<file path="src/rtl/regfile_access_arbiter_if.sv">
// Client port bundle for regfile_access_arbiter.
//
// One instance per client. Carries a request channel (valid/ready) and a
// response channel (valid/ready).
//   req_valid/req_ready/req_write/req_regnum/req_wdata : request from client
//   rsp_valid/rsp_rdata/rsp_ready                      : response to client
//
// Handshake rule (both channels): a transfer happens at the rising clock edge
// where valid and ready are both 1. The sender holds valid and its payload
// stable until that edge. ready may depend combinationally on valid.
//
// Modports:
//   master : the client side (drives request, accepts response)
//   slave  : the arbiter side
interface regfile_access_arbiter_if #(
  parameter int DATA_W = 16
) ();
  logic              req_valid;
  logic              req_ready;
  logic              req_write;
  logic [3:0]        req_regnum;
  logic [DATA_W-1:0] req_wdata;
  logic              rsp_valid;
  logic [DATA_W-1:0] rsp_rdata;
  logic              rsp_ready;

  modport master (
    output req_valid, req_write, req_regnum, req_wdata, rsp_ready,
    input  req_ready, rsp_valid, rsp_rdata
  );

  modport slave (
    input  req_valid, req_write, req_regnum, req_wdata, rsp_ready,
    output req_ready, rsp_valid, rsp_rdata
  );
endinterface

</file>
<file path="src/rtl/regfile_access_arbiter.sv">
// Arbiter sharing the read port and write port of a 16x16 register file
// between a core client (c0) and a debug client (c1), plus a clear sequencer
// that zero-writes all 16 registers after reset or on command.
//
// Ports:
//   clk, reset       : clock, synchronous active-high reset
//   c0, c1           : client bundles (slave modport), request + response
//   clear_start      : pulse in SERVE to start a clear sequence
//   busy             : clear sequence in progress
//   rf_rd_regnum     : register file read select (MSB always 0)
//   rf_rd_data       : register file read data (combinational)
//   rf_wr_regnum     : register file write address (MSB always 0)
//   rf_wr_data       : register file write data
//   rf_write_enable  : register file write strobe
//   dbg_state        : current FSM state (0 = CLEAR, 1 = SERVE)
module regfile_access_arbiter #(
  parameter int DATA_W         = 16,
  parameter int REG_W          = 5,
  parameter int CLEAR_ON_RESET = 1
) (
  input  logic                     clk,
  input  logic                     reset,
  regfile_access_arbiter_if.slave  c0,
  regfile_access_arbiter_if.slave  c1,
  input  logic                     clear_start,
  output logic                     busy,
  output logic [REG_W-1:0]         rf_rd_regnum,
  input  logic [DATA_W-1:0]        rf_rd_data,
  output logic [REG_W-1:0]         rf_wr_regnum,
  output logic [DATA_W-1:0]        rf_wr_data,
  output logic                     rf_write_enable,
  output logic [0:0]               dbg_state
);

  localparam logic [0:0] ST_CLEAR = 1'b0;
  localparam logic [0:0] ST_SERVE = 1'b1;
  localparam logic [0:0] ST_RESET = (CLEAR_ON_RESET != 0) ? ST_CLEAR : ST_SERVE;

  logic [0:0]        state_q, state_d;
  logic [3:0]        cnt_q, cnt_d;
  logic              rr_last_c1_q, rr_last_c1_d;
  logic              rsp_valid0_q, rsp_valid0_d;
  logic              rsp_valid1_q, rsp_valid1_d;
  logic [DATA_W-1:0] rsp_rdata0_q, rsp_rdata0_d;
  logic [DATA_W-1:0] rsp_rdata1_q, rsp_rdata1_d;

  logic              serve;
  logic              elig0, elig1;
  logic              grant0, grant1, grant_any;
  logic              gnt_write;
  logic [3:0]        gnt_regnum;
  logic [DATA_W-1:0] gnt_wdata;

  // Arbitration. A client with an undelivered response is not eligible, so a
  // lone client is granted at most every other cycle. On a tie the client
  // not granted last wins.
  always_comb begin
    serve      = (state_q == ST_SERVE);
    elig0      = c0.req_valid & ~rsp_valid0_q;
    elig1      = c1.req_valid & ~rsp_valid1_q;
    grant0     = ~reset & serve & elig0 & (~elig1 | rr_last_c1_q);
    grant1     = ~reset & serve & elig1 & (~elig0 | ~rr_last_c1_q);
    grant_any  = grant0 | grant1;
    gnt_write  = grant1 ? c1.req_write  : c0.req_write;
    gnt_regnum = grant1 ? c1.req_regnum : c0.req_regnum;
    gnt_wdata  = grant1 ? c1.req_wdata  : c0.req_wdata;
  end

  assign c0.req_ready = grant0;
  assign c1.req_ready = grant1;
  assign c0.rsp_valid = rsp_valid0_q;
  assign c1.rsp_valid = rsp_valid1_q;
  assign c0.rsp_rdata = rsp_rdata0_q;
  assign c1.rsp_rdata = rsp_rdata1_q;
  assign busy         = ~serve;
  assign dbg_state    = state_q;

  // Register file port drive. CLEAR owns the write port; in SERVE the ports
  // follow the granted request and idle at zero otherwise.
  always_comb begin
    rf_rd_regnum    = '0;
    rf_wr_regnum    = '0;
    rf_wr_data      = '0;
    rf_write_enable = 1'b0;
    if (!serve) begin
      rf_write_enable = ~reset;
      rf_wr_regnum    = REG_W'(cnt_q);
    end else if (grant_any) begin
      rf_rd_regnum = REG_W'(gnt_regnum);
      if (gnt_write) begin
        rf_write_enable = 1'b1;
        rf_wr_regnum    = REG_W'(gnt_regnum);
        rf_wr_data      = gnt_wdata;
      end
    end
  end

  // FSM and clear counter. The counter wraps from 15 to 0 on the same edge
  // that leaves CLEAR, so it is already 0 for the next clear.
  always_comb begin
    state_d = state_q;
    cnt_d   = cnt_q;
    case (state_q)
      ST_CLEAR: begin
        cnt_d = cnt_q + 4'd1;
        if (cnt_q == 4'd15) state_d = ST_SERVE;
      end
      default: begin
        cnt_d = 4'd0;
        if (clear_start) state_d = ST_CLEAR;
      end
    endcase
  end

  // Round-robin pointer moves only on a grant.
  always_comb begin
    rr_last_c1_d = rr_last_c1_q;
    if (grant0) rr_last_c1_d = 1'b0;
    if (grant1) rr_last_c1_d = 1'b1;
  end

  // Response registers. A write echoes its data; a read captures the
  // register file output at the grant edge.
  always_comb begin
    rsp_valid0_d = rsp_valid0_q;
    rsp_rdata0_d = rsp_rdata0_q;
    if (grant0) begin
      rsp_valid0_d = 1'b1;
      rsp_rdata0_d = c0.req_write ? c0.req_wdata : rf_rd_data;
    end else if (rsp_valid0_q && c0.rsp_ready) begin
      rsp_valid0_d = 1'b0;
    end
  end

  always_comb begin
    rsp_valid1_d = rsp_valid1_q;
    rsp_rdata1_d = rsp_rdata1_q;
    if (grant1) begin
      rsp_valid1_d = 1'b1;
      rsp_rdata1_d = c1.req_write ? c1.req_wdata : rf_rd_data;
    end else if (rsp_valid1_q && c1.rsp_ready) begin
      rsp_valid1_d = 1'b0;
    end
  end

  always_ff @(posedge clk) begin
    if (reset) begin
      state_q      <= ST_RESET;
      cnt_q        <= 4'd0;
      rr_last_c1_q <= 1'b1;
      rsp_valid0_q <= 1'b0;
      rsp_valid1_q <= 1'b0;
      rsp_rdata0_q <= '0;
      rsp_rdata1_q <= '0;
    end else begin
      state_q      <= state_d;
      cnt_q        <= cnt_d;
      rr_last_c1_q <= rr_last_c1_d;
      rsp_valid0_q <= rsp_valid0_d;
      rsp_valid1_q <= rsp_valid1_d;
      rsp_rdata0_q <= rsp_rdata0_d;
      rsp_rdata1_q <= rsp_rdata1_d;
    end
  end

endmodule

</file>
<file path="src/flat_wrapper.sv">
// flat-port wrapper written by rule: the top's interface ports become plain ports
module regfile_access_arbiter_flat 
#(
  parameter int DATA_W         = 16,
  parameter int REG_W          = 5,
  parameter int CLEAR_ON_RESET = 1
)
  (clk, reset, clear_start, busy, rf_rd_regnum, rf_rd_data, rf_wr_regnum, rf_wr_data, rf_write_enable, dbg_state, c0_req_valid, c0_req_write, c0_req_regnum, c0_req_wdata, c0_rsp_ready, c0_req_ready, c0_rsp_valid, c0_rsp_rdata, c1_req_valid, c1_req_write, c1_req_regnum, c1_req_wdata, c1_rsp_ready, c1_req_ready, c1_rsp_valid, c1_rsp_rdata);
  regfile_access_arbiter_if #(.DATA_W(DATA_W)) c0_i ();
  regfile_access_arbiter_if #(.DATA_W(DATA_W)) c1_i ();
  input  logic clk;
  input  logic reset;
  input  logic clear_start;
  output logic busy;
  output logic [REG_W-1:0] rf_rd_regnum;
  input  logic [DATA_W-1:0] rf_rd_data;
  output logic [REG_W-1:0] rf_wr_regnum;
  output logic [DATA_W-1:0] rf_wr_data;
  output logic rf_write_enable;
  output logic [0:0] dbg_state;
  input wire logic [$bits(c0_i.req_valid)-1:0] c0_req_valid;
  input wire logic [$bits(c0_i.req_write)-1:0] c0_req_write;
  input wire logic [$bits(c0_i.req_regnum)-1:0] c0_req_regnum;
  input wire logic [$bits(c0_i.req_wdata)-1:0] c0_req_wdata;
  input wire logic [$bits(c0_i.rsp_ready)-1:0] c0_rsp_ready;
  output wire logic [$bits(c0_i.req_ready)-1:0] c0_req_ready;
  output wire logic [$bits(c0_i.rsp_valid)-1:0] c0_rsp_valid;
  output wire logic [$bits(c0_i.rsp_rdata)-1:0] c0_rsp_rdata;
  input wire logic [$bits(c1_i.req_valid)-1:0] c1_req_valid;
  input wire logic [$bits(c1_i.req_write)-1:0] c1_req_write;
  input wire logic [$bits(c1_i.req_regnum)-1:0] c1_req_regnum;
  input wire logic [$bits(c1_i.req_wdata)-1:0] c1_req_wdata;
  input wire logic [$bits(c1_i.rsp_ready)-1:0] c1_rsp_ready;
  output wire logic [$bits(c1_i.req_ready)-1:0] c1_req_ready;
  output wire logic [$bits(c1_i.rsp_valid)-1:0] c1_rsp_valid;
  output wire logic [$bits(c1_i.rsp_rdata)-1:0] c1_rsp_rdata;
  assign c0_i.req_valid = c0_req_valid;
  assign c0_i.req_write = c0_req_write;
  assign c0_i.req_regnum = c0_req_regnum;
  assign c0_i.req_wdata = c0_req_wdata;
  assign c0_i.rsp_ready = c0_rsp_ready;
  assign c0_req_ready = c0_i.req_ready;
  assign c0_rsp_valid = c0_i.rsp_valid;
  assign c0_rsp_rdata = c0_i.rsp_rdata;
  assign c1_i.req_valid = c1_req_valid;
  assign c1_i.req_write = c1_req_write;
  assign c1_i.req_regnum = c1_req_regnum;
  assign c1_i.req_wdata = c1_req_wdata;
  assign c1_i.rsp_ready = c1_rsp_ready;
  assign c1_req_ready = c1_i.req_ready;
  assign c1_rsp_valid = c1_i.rsp_valid;
  assign c1_rsp_rdata = c1_i.rsp_rdata;
  regfile_access_arbiter #(.DATA_W(DATA_W), .REG_W(REG_W), .CLEAR_ON_RESET(CLEAR_ON_RESET)) u_core (.clk(clk), .reset(reset), .c0(c0_i), .c1(c1_i), .clear_start(clear_start), .busy(busy), .rf_rd_regnum(rf_rd_regnum), .rf_rd_data(rf_rd_data), .rf_wr_regnum(rf_wr_regnum), .rf_wr_data(rf_wr_data), .rf_write_enable(rf_write_enable), .dbg_state(dbg_state));
endmodule
</file>
<file path="config.mk">
export PLATFORM = sky130hd
export DESIGN_NAME = regfile_access_arbiter_flat
export DESIGN_NICKNAME = d
export VERILOG_FILES = /design/src/rtl/regfile_access_arbiter_if.sv /design/src/rtl/regfile_access_arbiter.sv /design/src/flat_wrapper.sv
export SDC_FILE = /design/constraint.sdc
export NUM_CORES = 1
export LEC_CHECK = 0
export BUFFER_PORTS_ARGS = -buffer_cell sky130_fd_sc_hd__buf_2
export CORE_AREA = 3 3 77 72
export CTS_BUF_LIST = sky130_fd_sc_hd__clkbuf_2
export CTS_CLUSTER_SIZE = 10
export DETAILED_ROUTE_END_ITERATION = 8
export DIE_AREA = 0 0 80 75
export GPL_TIMING_DRIVEN = 0
export PLACE_DENSITY = 0.83
export SYNTH_ARGS = -nofsm -noshare
export SYNTH_HDL_FRONTEND = slang
export SYNTH_SLANG_ARGS = --single-unit
export TNS_END_PERCENT = 1
</file>
<file path="constraint.sdc">
create_clock -name clk -period 3.5 [get_ports clk]
set_clock_uncertainty 0.1 [all_clocks]
set_input_delay 0.35 -clock clk [delete_from_list [all_inputs] [get_ports clk]]
set_output_delay 0.35 -clock clk [all_outputs]
set_load 0.02 [all_outputs]
</file>
* After elaboration in Yosys (flattened, before gate mapping)
Cells that the tools add are included.
** Storage, ports and cells
- Bits of input ports :: 65
- Memories :: 0
- ROM bits :: 0
- Memory bits (writable) :: 0
- Flip-flop bits (word level) :: 40
- Bits in latches :: 0
** Operators by class
- Magnitude comparators :: 0
- Mux-type cells :: 23
- Reduce and logical (&&, ||, !) cells :: 6
- Bitwise operators :: 17
- Add/sub/neg operators :: 1
- Divide/modulo/power cells :: 0
- Multipliers :: 0
- Shift-type cells :: 0
- Eq/ne operators :: 1
** Operators with widths (number)
- $mux 16 :: 6
- $mux 5 :: 3
- $mux 4 :: 3
- $mux 1 :: 11
- $and 1x1->1 :: 7
- $not 1->1 :: 7
- $add 4x1->4 const B :: 1
- $eq 4x4->1 const B :: 1
- $reduce_bool 2->1 :: 2
- $reduce_or 2->1 :: 2
- $or 1x1->1 :: 3
- $logic_and 1x1->1 :: 2

* Depth between registers and ports, before layout
Gate-level depths: netlist (run 1).
- Word-level depth :: 9
- Depth in mapped cells :: 6

* Worst setup path after synthesis (run 1)
OpenSTA, ideal clock, no wires.
- Path kind :: register -> output
- Start point :: reg u_core.state_q (netlist: u_core.dbg_state)
- End point :: out rf_wr_data[10]
- Slack :: 1.321 ns
- Arrival time :: 1.729 ns
- Stages on the path, launching flop included :: 6
- Data required time :: 3.050 ns
- Path buffers :: 2
- Cells stage by stage :: dfxtp_1 -> nor4bb_1 -> buf_2 -> buf_2 -> nand3_1 -> a211oi_1
** Between the ends
- Word-level cells in the longest chain between the ends :: 7
** Ends and longest elaborated chain
- start, declared :: RTL line regfile_access_arbiter.sv:39 : logic [0:0] state_q, state_d;
- start signal, assigned :: RTL line regfile_access_arbiter.sv:156 : state_q <= state_d;
- $and 1x1->1 :: RTL line regfile_access_arbiter.sv:61, regfile_access_arbiter.sv:62
- $and 1x1->1 (2 in series) :: RTL line regfile_access_arbiter.sv:62 : grant1 = ~reset & serve & elig1 & (~elig0 | ~rr_last_c1_q);
- $mux 16 / $mux 1 (equally long branches) :: RTL line regfile_access_arbiter.sv:66, regfile_access_arbiter.sv:64
- $mux 16 :: RTL line regfile_access_arbiter.sv:90 : if (gnt_write) begin
- $mux 16 :: RTL line regfile_access_arbiter.sv:88 : end else if (grant_any) begin
- $mux 16 * :: RTL line regfile_access_arbiter.sv:85 : if (!serve) begin
- end, declared :: RTL line flat_wrapper.sv:18 : output logic [DATA_W-1:0] rf_wr_data;
Mark *: on every way between the ends. The rest lies on a longest branch, timed or not.

* Worst setup path in the final report (run 1)
- Start point :: reg u_core.rr_last_c1_q
- End point :: out rf_wr_data[14]
** Between the ends
- Word-level cells in the longest chain between the ends :: 7
** Ends and longest elaborated chain
- start, declared :: RTL line regfile_access_arbiter.sv:41 : logic rr_last_c1_q, rr_last_c1_d;
- start signal, assigned :: RTL line regfile_access_arbiter.sv:158 : rr_last_c1_q <= rr_last_c1_d;
- $not 1->1 :: RTL line regfile_access_arbiter.sv:62
- $or 1x1->1 :: RTL line regfile_access_arbiter.sv:62
- $and 1x1->1 :: RTL line regfile_access_arbiter.sv:62
- $mux 16 / $mux 1 (equally long branches) :: RTL line regfile_access_arbiter.sv:66, regfile_access_arbiter.sv:64
- $mux 16 :: RTL line regfile_access_arbiter.sv:90
- $mux 16 * :: RTL line regfile_access_arbiter.sv:88
- $mux 16 * :: RTL line regfile_access_arbiter.sv:85
Marks and branches as above.

==> impl_metrics.tcl, run 1 <==
set metrics [dict create \
    status "complete, no violations" \
    finalCriticalPeriod_ns 2.82 \
    antenna_found_initial 0 \
    start_util_pct 48.9 \
    grt_use_total_pct 26.4 \
    route.detailed.drc 0 \
    worstSetupEndpointType "primary output" \
    ys_warn_count 0 \
    cellPowerDensity_nw_per_um2 264 \
    path_delay_family "buffers and inverters" \
    max_freq_ghz 0.355 \
    drv_slew 0 \
    holdWs_ns 0.110 \
    root_buffer "clkbuf_2" \
    die-area_um2 6000 \
    port_buffers 124 \
    die-height_um 75 \
    fin_nets 464 \
    avgRoutedWirePerCell_um 17.0 \
    gp_congestion 0.894 \
    cp.depth 6 \
    cpMostUsedCell "clkbuf_1" \
    drtIter0Drc 171 \
    irDropWorstVdd_mv 0.161 \
    cts_tree "built" \
    ys_types 36 \
    ant_nets 0 \
    vias_per_cell 5.78 \
    crit_type "reg -> out" \
    htreeDepth 2 \
    syn_inst 266 \
    cp.required_ns 3.05 \
    final_common_cell "buf_2" \
    netlist_area_um2 2350 \
    cts_setup_buffers 0 \
    wl_um 7890 \
    hold_violations 0 \
    core_um2 4800 \
    critPathBufInv 3 \
    setup_viol 0 \
    overflow 0 \
    grt_pass1_wl_um 12200 \
    num_rows 24 \
    clk_pin_slew_worst_paths_ns 0.20 \
    die_w_um 80 \
    startpoint_type "flip-flop" \
    synth.avg_cell_area_um2 8.83 \
    ys_seq_area_share_pct 34.1 \
    cp_slowest_stage_delay_ns 0.43 \
    fin_crit_sh_pct 80.5 \
    cp.arrival_ns 2.37 \
    clock_latency_ns 0.42 \
    cap_violations 0 \
    power.total_mw 0.817 \
    pin_count 130 \
    rsz0062_at_grt "no" \
    ctsHoldBuffers 0 \
    hold_depth 4 \
    ctsResizeCount 0 \
    hold_class "in -> reg" \
    syn2layout_area_growth_pct 31.9 \
    p_leak_nw 1.44 \
    critPathSlowestCell "dfxtp_1" \
    tightest_slew_ns 0.589 \
    diodes 0 \
    cts_num_sinks 40 \
    relSlewSlack_pct 60.7 \
    hpwl_um 6040 \
    path_max_fanout 10 \
    cts_buffer_depth 2 \
    grt_pass1_vias 2397 \
    synth-seq-cells 40 \
    dr.pass1.iters 4 \
    vias 2680 \
    grt_max_degree 14 \
    numCtsBuffers 5 \
    fin_tns_setup_ns 0 \
    post_route_cells_drive_above_1_share_pct 38.8 \
    fillers 433 \
    rr_worst_depth 5 \
    final_cell_mix "buf_2 (135), a211oi_1 (48), dfxtp_1 (40), a21oi_1 (34), mux2i_1 (32)" \
    crit_chain "and3b_1 -> clkbuf_1 -> clkbuf_1 -> o21ai_0 -> a211oi_1 -> buf_2" \
]
-- through the flow --
stage               util, %  std cells  worst slack [ns]  area, um^2
detailed placement     63.6        456              1.14        3060
global route           64.5        464             0.514        3100
CTS                    64.5        464             0.712        3100
finish                 64.5        464             0.683        3100
global placement       63.6        456              1.17        3060
floorplan                 -        267              1.32        2350
-- cells by family after synthesis --
family | after synthesis | share of synthesized area, %
buffers and inverters | 36 | 7.93
multiplexers | 32 | 13.6
adder cells (fa/ha/maj) | 1 | 0.532
AND/OR/NAND/NOR | 44 | 11.4
other | 1 | 0.160
XOR/XNOR | 2 | 0.746
flip-flops | 40 | 34.1
AO/OA/AOI/OAI | 110 | 31.5
-- sequential cells by signal, indices dropped and copies added (netlist names) --
signal and cells:
u_core.c0.rsp_rdata 16, u_core.c1.rsp_rdata 16, u_core.cnt_q 4, u_core.c0.rsp_valid 1, u_core.c1.rsp_valid 1, u_core.dbg_state 1
u_core.rr_last_c1_q 1
-- layer usage --
layer,share of wire [%],vias up,global-route usage [%]
met4,2.3,0,11.3
met5,0,-,0
met1,42,1243,35.9
met2,47,140,40.2
met3,8.9,16,6.70
li1,-,1281,-
-- where the power goes --
| group | switching, mW | internal, mW |
|---|---|---|
| registers | 0.00247 | 0.459 |
| logic | 0.0822 | 0.0633 |
| clock network | 0.161 | 0.0482 |
| total | 0.246 | 0.571 |
-- worst paths after layout --
kind / from / to / slack, ns
setup / recovery: u_core.rr_last_c1_q / rf_wr_data[14] / 0.68
hold / removal: c0_rsp_ready / u_core.c0.rsp_valid / 0.11
setup reg to reg: u_core.c1.rsp_valid / u_core.c0.rsp_rdata[6] / 1.75
hold reg to reg: u_core.cnt_q[0] / u_core.cnt_q[0] / 0.41
-- cell type report --
cell class	count	area, um^2	share of cell area [%]
clock inverters	3	18.8	0.606
well taps	65	81.3	2.62
plain buffers	33	175	5.65
inverters	3	11.3	0.363
flip-flops and latches	40	801	25.8
repair buffers	124	621	20.0
clock buffers	5	25.0	0.807
multi-input cells	191	1370	44.1
-- cell usage after synthesis --
cell       count  area (um^2)
nor4bb_1       1         10.0
nand3b_1       1         7.51
buf_2         11         55.1
nand3_1       17         85.1
and3b_1        2         17.5
xnor2_1        1         8.76
and3_1         1         6.26
and2_1         1         6.26
nand4bb_1      1         11.3
and3_4         1         11.3
dfxtp_1       40          801
buf_6          2         22.5
nor2b_1        7         43.8
mux2i_1       32          320
nor3b_1        1         7.51
nor3_1         3         15.0
inv_1          3         11.3
a22o_1         4         35.0
or3b_1         1         8.76
clkbuf_1      13         48.8
buf_4          6         45.0
a211oi_1      48          360
a21oi_1       34          170
a221o_1        4         40.0
o21ai_0       16         80.1
a21oi_2        1         8.76
conb_1         1         3.75
nor2_1         5         18.8
and4bb_2       1         12.5
a311o_1        1         10.0
a32oi_1        1         8.76
nand2b_1       1         6.26
a32oi_4        1         27.5
ha_1           1         12.5
xor2_1         1         8.76
buf_1          1         3.75
-- worst reg2reg max path, delay by kind of cell (launching register included) --
family	cells	cell delay [ns]
DFF	1	0.47
AOI/OAI and AO/OA	2	0.42
buffers and inverters	2	0.52
and+or+nand+nor	1	0.17
Power figures use the tool's default switching activity.
==> run 2, diff against run 1 <==
ABC_AREA = 1   (was unset)
CORE_AREA = 3 3 78 73   (was 3 3 77 72)
DIE_AREA = 0 0 81 76   (was 0 0 80 75)
PLACE_DENSITY = 0.77   (was 0.83)
clock period = 2.68 ns   (was 3.5 ns; I/O delays follow)
==> run 2 against run 1 <==
  * Synthesized area down 7.0%
  * Worst setup slack worse by 0.51 ns
  * Via count down 0.11%
  * Sequential share of layout area up 0.88 points
  * Non-clock buffer count down 11
  * Count of clock-buffer cells in the layout unchanged
  * Global-route usage down 3.4 points
  * Sequential power up 31%
  * Final area down 3.3%
  * Clock power up 70%
  * Wire length down 11%
  * Highest routed layer unchanged
==> impl_metrics.tcl, run 2 <==
set metrics [dict create \
    core_um2 4860 \
    gr-usage-met1_pct 31.6 \
    clk_pin_slew_worst_paths_ns 0.21 \
    rsz0062_at_grt "no" \
    hold_violations 0 \
    die_w_um 81 \
    startpoint_type "input pin" \
    antenna_found_initial 0 \
    r2r-end "u_core.c1.rsp_rdata[9]" \
    rrSetupSlack_ns 1.05 \
    die-area_um2 6160 \
    fin_nets 549 \
    ys.flop_type "dfxtp_1" \
    status "complete, no violations" \
    gp_congestion 0.886 \
    num_rows 24 \
    root_buffer "clkbuf_2" \
    rr_worst_depth 7 \
    grt_use_total_pct 23.0 \
    cellPowerDensity_nw_per_um2 376 \
    fin_tns_setup_ns 0 \
    fillers 474 \
    cts_setup_buffers 0 \
    crit_type "in -> out" \
    numCtsBuffers 5 \
    ys_warn_count 0 \
    cts_buffer_depth 2 \
    synth.avg_cell_area_um2 6.30 \
    r2r-start "u_core.dbg_state" \
    irDropWorstVdd_mv 0.227 \
    grt_pass1_wl_um 11300 \
    final_cell_mix "buf_2 (132), nand2_1 (124), nor2_1 (60), o21ai_0 (44), dfxtp_1 (40)" \
    start_util_pct 44.9 \
    netlist_area_um2 2190 \
    netlist.area_leader.share_pct 36.6 \
    cp.arrival_ns 2.14 \
    top_usage_layer "met2" \
    route.detailed.drc 0 \
    final_common_cell "buf_2" \
    cts_num_sinks 40 \
    synthArstFlopShare_pct 0 \
    p_leak_nw 1.61 \
    pin_count 130 \
    die-height_um 76 \
    crit_chain "dlygate4sd3_1 -> buf_2 -> inv_4 -> nand2_2 -> nor2_2 -> nand2_4 -> nand2_4 -> nand3_4 -> buf_6 -> a21oi_2 -> buf_2" \
    grt.met3_usage_pct 4.49 \
    whs_endpoint "u_core.c0.rsp_valid" \
    grt_max_degree 13 \
    clock_latency_ns 0.40 \
    synth.largest_area_cell "dfxtp_1" \
    wl_um 7030 \
    fin_crit_sh_pct 93.5 \
    hpwl_um 5670 \
    grt_pass1_vias 2346 \
    path_delay_family "buffers and inverters" \
    setup_viol 0 \
    max_freq_ghz 0.399 \
    syn_inst 347 \
    synth_area_leaders "dfxtp_1 (37%), nand2_1 (21%), nor2_1 (10%)" \
    min_from "c0_rsp_ready" \
    avgRoutedWirePerCell_um 12.8 \
    worstSetupEndpointType "primary output" \
    cp.required_ns 2.31 \
    overflow 0 \
    cts_tree "built" \
    port_buffers 125 \
    synth-seq-cells 40 \
    post_route_cells_drive_above_1_share_pct 34.3 \
    dr.pass1.iters 4 \
    hold_depth 4 \
    cp_slowest_stage_delay_ns 0.53 \
    synth_edf_count 0 \
    syn2layout_area_growth_pct 37.1 \
    finalCriticalPeriod_ns 2.51 \
    critPathBufInv 5 \
    diodes 0 \
    ys_seq_area_share_pct 36.6 \
    critPathSlowestCell "dlygate4sd3_1" \
    path_max_fanout 10 \
    yosys-top-cells-count "nand2_1 (124), nor2_1 (60), o21ai_0 (44), dfxtp_1 (40), a21oi_1 (14)" \
    cap_violations 0 \
    yosysMostFrequentCell "nand2_1" \
    ant_nets 0 \
    grtUsageMet2_pct 36.0 \
    hold_class "in -> reg" \
    vias 2677 \
    htreeDepth 2 \
    dp_cells 538 \
    drtIter0Drc 180 \
    vias_per_cell 4.88 \
    final_cells 549 \
    ys_types 25 \
    drv_slew 0 \
]
run 2: changes by cell type after synthesis, sizes merged, moves of 12 or more:
cell    before  now
o21ai       16   49
a21oi       35   23
nand3       17    5
a211oi      48    0
mux2i       32    0
nor2         5   63
inv          3   16
nand2        0  127
run 2: final cells by class:
| cell class | count | area (um^2) | share of cell area (%) |
|---|---|---|---|
| Multi-Input combinational cell | 273 | 1230 | 40.9 |
| Tap cell | 65 | 81.3 | 2.71 |
| Sequential cell | 40 | 801 | 26.7 |
| Buffer | 18 | 98.8 | 3.30 |
| Clock buffer | 5 | 25.0 | 0.835 |
| Clock inverter | 3 | 37.5 | 1.25 |
| Inverter | 17 | 71.3 | 2.38 |
| Timing Repair Buffer | 128 | 656 | 21.9 |
run 2: worst max-delay path by stage:
stage / startpoint / end / slack [ns] / cells past startpoint
after global placement: reset / rf_wr_data[14] / 0.69 / 10
after detailed placement: reset / rf_wr_data[10] / 0.68 / 10
after floorplan: u_core.dbg_state / rf_wr_data[10] / 0.72 / 7
after CTS: reset / rf_wr_data[10] / 0.12 / 11
after global routing: reset / rf_wr_data[6] / 0.01 / 11
final: reset / rf_wr_data[13] / 0.17 / 11
run 2: routing by layer:
layer  share of wire, %  routed length (um)
met1                 43                3030
met4                1.6                 110
met2                 46                3270
met5                  0                   0
met3                8.8                 618
run 2: cell families after synthesis:
group,Yosys count,share of synthesized area [%]
AND/OR/NAND/NOR,196,36.2
AO/OA/AOI/OAI,74,18.8
flip-flops,40,36.6
buffers and inverters,35,7.67
adder cells (fa/ha/maj),1,0.572
other,1,0.172
run 2: tightest hold or removal path, delay by kind of cell:
family	cells	cell delay [ns]
buffers and inverters	1	0.08
AND/OR/NAND/NOR	3	0.16
run 2: per-stage QoR:
| step | setup WS, ns | utilization [%] | total power [mW] | hold slack [ns] | cell area, um^2 |
|---|---|---|---|---|---|
| 3_3_place_gp | 0.693 | 59.5 | 0.775 | 0.334 | 2900 |
| 2_1_floorplan | 0.717 | - | 0.695 | 0.240 | 2190 |
| 5_1_grt | 0.0122 | 61.6 | 1.18 | 0.00693 | 3000 |
| 4_1_cts | 0.116 | 61.2 | 1.13 | 0.0109 | 2980 |
| 6_report | 0.173 | 61.6 | 1.13 | 0.0158 | 3000 |
| 3_5_place_dp | 0.677 | 59.5 | 0.777 | 0.346 | 2900 |
run 2: what timing repair did:
item                                    4_1_cts  5_1_grt
resized for setup                             0        2
hold buffers                                  2        1
endpoints found under the setup margin        0       10
endpoints found under the hold margin         3        1
run 2: power breakdown:
group | switching [mW] | leakage, nW | total (mW) | internal, mW
clock network | 0.203 | 0.0380 | 0.355 | 0.152
registers | 0.00366 | 0.323 | 0.603 | 0.600
logic | 0.0986 | 1.25 | 0.168 | 0.0695
total | 0.305 | 1.61 | 1.13 | 0.821
